--- config.mk ---
export PLATFORM = sky130hd
export DESIGN_NAME = pipe_stage_reg
export DESIGN_NICKNAME = d
export VERILOG_FILES = /design/src/rtl/pipe_stage_reg.sv
export SDC_FILE = /design/constraint.sdc
export NUM_CORES = 1
export LEC_CHECK = 0
export ABC_AREA = 1
export CAP_MARGIN = 20
export CORE_ASPECT_RATIO = 0.7
export CORE_MARGIN = 2
export CORE_UTILIZATION = 42
export CTS_CLUSTER_SIZE = 14
export DETAILED_ROUTE_END_ITERATION = 6
export HOLD_SLACK_MARGIN = 0.1
export PLACE_DENSITY_LB_ADDON = 0.25
export SKIP_CTS_REPAIR_TIMING = 1
export SLEW_MARGIN = 5
export SYNTH_ARGS = -nofsm -noshare
export SYNTH_HDL_FRONTEND = slang
export SYNTH_SLANG_ARGS = --single-unit
--- constraint.sdc ---
create_clock -name clk -period 3.41 [get_ports clk]
set_input_delay 0.682 -clock clk [delete_from_list [all_inputs] [get_ports clk]]
set_output_delay 0.682 -clock clk [all_outputs]
set_load 0.01 [all_outputs]
--- src/rtl/pipe_stage_reg.sv ---
// Elastic pipeline-stage register: control vector + payload across a stage boundary
// with valid/ready handshake, synchronous flush and an optional two-entry skid buffer.
module pipe_stage_reg #(
    parameter int CTRL_W = 8,
    parameter int DATA_W = 128,
    parameter int SKID   = 1
) (
    input  logic              clk,
    input  logic              rst,
    input  logic              in_valid,
    output logic              in_ready,
    input  logic [CTRL_W-1:0] in_ctrl,
    input  logic [DATA_W-1:0] in_data,
    input  logic              flush,
    output logic              out_valid,
    input  logic              out_ready,
    output logic [CTRL_W-1:0] out_ctrl,
    output logic [DATA_W-1:0] out_data,
    output logic [1:0]        count
);

    typedef enum logic [1:0] {
        EMPTY = 2'd0,
        ONE   = 2'd1,
        FULL  = 2'd2
    } state_t;

    logic              inFire;
    logic              outFire;
    logic              headValid;
    logic              readyRaw;
    logic [CTRL_W-1:0] headCtrl;
    logic [DATA_W-1:0] headData;

    assign inFire    = in_valid & in_ready;
    assign outFire   = headValid & out_ready;
    // Reset forces ready high so upstream never sees a stale stall during reset.
    assign in_ready  = readyRaw | rst;
    assign out_valid = headValid;
    assign out_ctrl  = headValid ? headCtrl : '0;
    assign out_data  = headData;

    generate
        if (SKID != 0) begin : gSkid
            state_t            state;
            state_t            stateNext;
            logic              rdyQ;
            logic [CTRL_W-1:0] skidCtrl;
            logic [DATA_W-1:0] skidData;

            always_comb begin
                stateNext = state;
                if (flush) begin
                    stateNext = EMPTY;
                end else begin
                    case (state)
                        EMPTY:   if (inFire) stateNext = ONE;
                        ONE:     if (inFire && !outFire) stateNext = FULL;
                                 else if (!inFire && outFire) stateNext = EMPTY;
                        FULL:    if (outFire) stateNext = ONE;
                        default: stateNext = EMPTY;
                    endcase
                end
            end

            always_ff @(posedge clk) begin
                if (rst) begin
                    state    <= EMPTY;
                    rdyQ     <= 1'b1;
                    headCtrl <= '0;
                    headData <= '0;
                    skidCtrl <= '0;
                    skidData <= '0;
                end else begin
                    state <= stateNext;
                    // Registered ready: looks only at the next state, never at out_ready directly.
                    rdyQ  <= (stateNext != FULL);
                    if (!flush) begin
                        case (state)
                            EMPTY: begin
                                if (inFire) begin
                                    headCtrl <= in_ctrl;
                                    headData <= in_data;
                                end
                            end
                            ONE: begin
                                if (inFire && outFire) begin
                                    headCtrl <= in_ctrl;
                                    headData <= in_data;
                                end else if (inFire) begin
                                    skidCtrl <= in_ctrl;
                                    skidData <= in_data;
                                end
                            end
                            FULL: begin
                                if (outFire) begin
                                    headCtrl <= skidCtrl;
                                    headData <= skidData;
                                end
                            end
                            default: ;
                        endcase
                    end
                end
            end

            assign headValid = (state != EMPTY);
            assign readyRaw  = rdyQ;
            assign count     = state;
        end else begin : gPlain
            logic validQ;

            always_ff @(posedge clk) begin
                if (rst) begin
                    validQ   <= 1'b0;
                    headCtrl <= '0;
                    headData <= '0;
                end else if (flush) begin
                    validQ <= 1'b0;
                end else if (inFire) begin
                    validQ   <= 1'b1;
                    headCtrl <= in_ctrl;
                    headData <= in_data;
                end else if (outFire) begin
                    validQ <= 1'b0;
                end
            end

            assign headValid = validQ;
            assign readyRaw  = ~validQ | out_ready;
            assign count     = {1'b0, validQ};
        end
    endgenerate

endmodule

==> results.py <==
metrics = {
    "sta": {
        "slew_headroom": 0.130,
        "finalHoldViolCount": 0,
        "fin_tns_setup_ps": 0,
        "max_freq_mhz": 383,
        "fin_crit_sh": 0.766,
        "setup_viol": 0,
        "worst_pin_slew_ps": 1310,
        "report.final.slew_viol_count": 0,
        "rsz0062_at_grt": "no",
        "finalHoldWorstSlack_ps": 446,
        "skew_ps": 19.6,
        "min_period_ps": 2610,
        "setup_ws_ps": 798,
    },
    "yosys": {
        "synth.avg_cell_area_um2": 6.67,
        "synthCells": 1791,
        "ys_seq_area_frac": 0.461,
        "ys_ff_latch": 275,
        "syn-num-nets": 1932,
        "async_reset_ff_frac": 0,
        "synth_ff_type": "dfxtp_1",
        "yosysWarnings": 0,
        "synth_edf_count": 0,
        "synth_area_um2": 11900,
        "synth_cell_types": 19,
    },
    "finish": {
        "finalNetCount": 2143,
        "instances_no_fill": 2394,
        "area_growth_pct": 32.3,
        "drive_gt1_frac": 0.0450,
        "fin_area_um2": 15800,
        "post-route-util": 0.567,
        "n_antenna_cell": 0,
    },
    "worst_setup_path": {
        "cp_cell_sequence": "clkdlybuf4s50_1, inv_6, nand2_1, clkdlybuf4s50_1",
        "startpoint_type": "input port",
        "worstPathRequired_ps": 2730,
        "slowest_stage": "clkdlybuf4s50_1",
        "critPathMaxStageDelay_ps": 580,
        "worst-path-max-fanout": 3,
        "end_kind": "primary output",
        "cp.arrival_ps": 1930,
        "worstSetupPathType": "in2out",
        "crit_top_cell": "clkdlybuf4s50_1",
        "r2r_slack_ps": 1420,
    },
    "pwr": {
        "cellPowerDensity_nw_per_um2": 476,
        "vdd_drop_max_mv": 0.381,
        "power_mw": 7.52,
        "p_leak_nw": 6.98,
    },
    "global_route": {
        "grt_usage": 0.200,
        "grt_pass1_wl_mm": 49.6,
        "overflow": 0,
        "grt_pass1_vias": 9867,
        "antenna_found_initial": 1,
        "grt_max_degree": 273,
    },
    "min_path": {
        "hold_path.class": "reg2reg",
    },
    "detailed_routing": {
        "drt.antenna.violating_nets": 0,
        "wl_mm": 31.0,
        "drc_errors": 0,
        "vias": 11100,
        "drt_first_pass_iters": 5,
        "met3_length_mm": 1.82,
        "avgRoutedWirePerCell_um": 13.0,
        "wl_met2_mm": 13.8,
        "top_layer": "met5",
        "via_per_inst": 4.62,
        "drt_iter0_drc": 696,
        "met1_length_mm": 14.7,
    },
    "run_status": {
        "status": "finished, final reports clean",
    },
    "clock_network": {
        "cts_buffer_depth": 3,
        "clock-sinks": 275,
        "htreeDepth": 1,
        "cts_inserted_buffers": 28,
        "clkTransAtPathRegs_ps": 60,
        "tritoncts": "built",
        "worstSkewPairLatency_ps": 560,
        "cts-root-buf": "clkbuf_16",
    },
    "place": {
        "dp_cells": 2343,
        "io_buffers": 280,
        "dpl_worst_slack_ps": 724,
        "dpl.hpwl_mm": 20.3,
        "gp_congestion": 0.799,
        "place_area_um2": 14900,
    },
    "floorplan": {
        "ios": 281,
        "rows": 51,
        "start_util": 0.428,
        "die_area_um2": 29800,
        "coreArea_um2": 27900,
        "die_h_um": 145,
        "die_x_um": 206,
    },
    "run": {
        "maxCapViolations": 0,
    },
}
==> power breakdown <==
| part | internal, mW | switching (mW) |
|---|---|---|
| registers | 3.35 | 0.0708 |
| logic | 0.505 | 0.498 |
| clock network | 1.79 | 1.30 |
==> registers in the layout, summed over array words and instances, names as in the netlist <==
signal / count
gSkid.skidCtrl: 8
out_data: 128
gSkid.rdyQ: 1
headCtrl: 8
gSkid.skidData: 128
count: 2
==> critical path: cells and delay by family <==
kind / cells / cell delay, ps
simple gates: 1 / 80
buf+inv: 3 / 1170
==> synth_stat cells (2+ instances only) <==
| master | n | area (um^2) |
|---|---|---|
| nor2_1 | 263 | 987 |
| inv_2 | 2 | 7.51 |
| inv_1 | 279 | 1050 |
| a21oi_1 | 136 | 681 |
| clkbuf_1 | 48 | 180 |
| dfxtp_1 | 275 | 5510 |
| o21ai_0 | 253 | 1270 |
| o21ai_1 | 20 | 100 |
| nand2_1 | 415 | 1560 |
| buf_2 | 58 | 290 |
| nor2_2 | 22 | 138 |
| buf_6 | 11 | 124 |
| nand3_1 | 3 | 15.0 |
==> layout make-up <==
class / count / area, um^2
fill: 2635 / 12100
sequential: 275 / 5510
multi-input combinational: 1115 / 4790
timing repair buffer: 301 / 3060
inverter: 281 / 1060
clock buffer: 45 / 856
tap: 371 / 464
clock inverter: 6 / 63.8
==> kinds of logic after synthesis <==
family | synth area share
AO/OA/AOI/OAI | 0.172
flip-flops | 0.461
AND/OR/NAND/NOR | 0.227
buffers and inverters | 0.139
==> final timing paths <==
| path | start | end | cells past startpoint |
|---|---|---|---|
| setup / recovery | rst | in_ready | 4 |
| hold reg to reg | gSkid.skidData[31] | gSkid.skidData[31] | 2 |
| setup reg to reg | count[0] | out_data[114] | 5 |
| hold / removal | gSkid.skidData[31] | gSkid.skidData[31] | 2 |
==> layout by cell type, fill, tap and decap left out, types with 2 or more instances in the layout <==
cell,count
clkdlybuf4s50_1,280
clkbuf_8,7
a21oi_1,136
nor2_1,263
nand2_1,414
dfxtp_1,275
clkbuf_16,29
o21ai_0,253
buf_4,13
buf_12,8
inv_1,279
o21ai_1,20
clkbuf_1,9
clkinv_2,3
nor2_2,22
nand3_1,2
==> routing by layer <==
| layer | GRT usage | vias to the layer above |
|---|---|---|
| li1 | - | 5862 |
| met1 | 0.277 | 4895 |
| met2 | 0.316 | 241 |
| met3 | 0.0434 | 51 |
| met4 | 0.0500 | 2 |
| met5 | 0 | - |
Note: power is estimated with default switching activity, not from simulation.
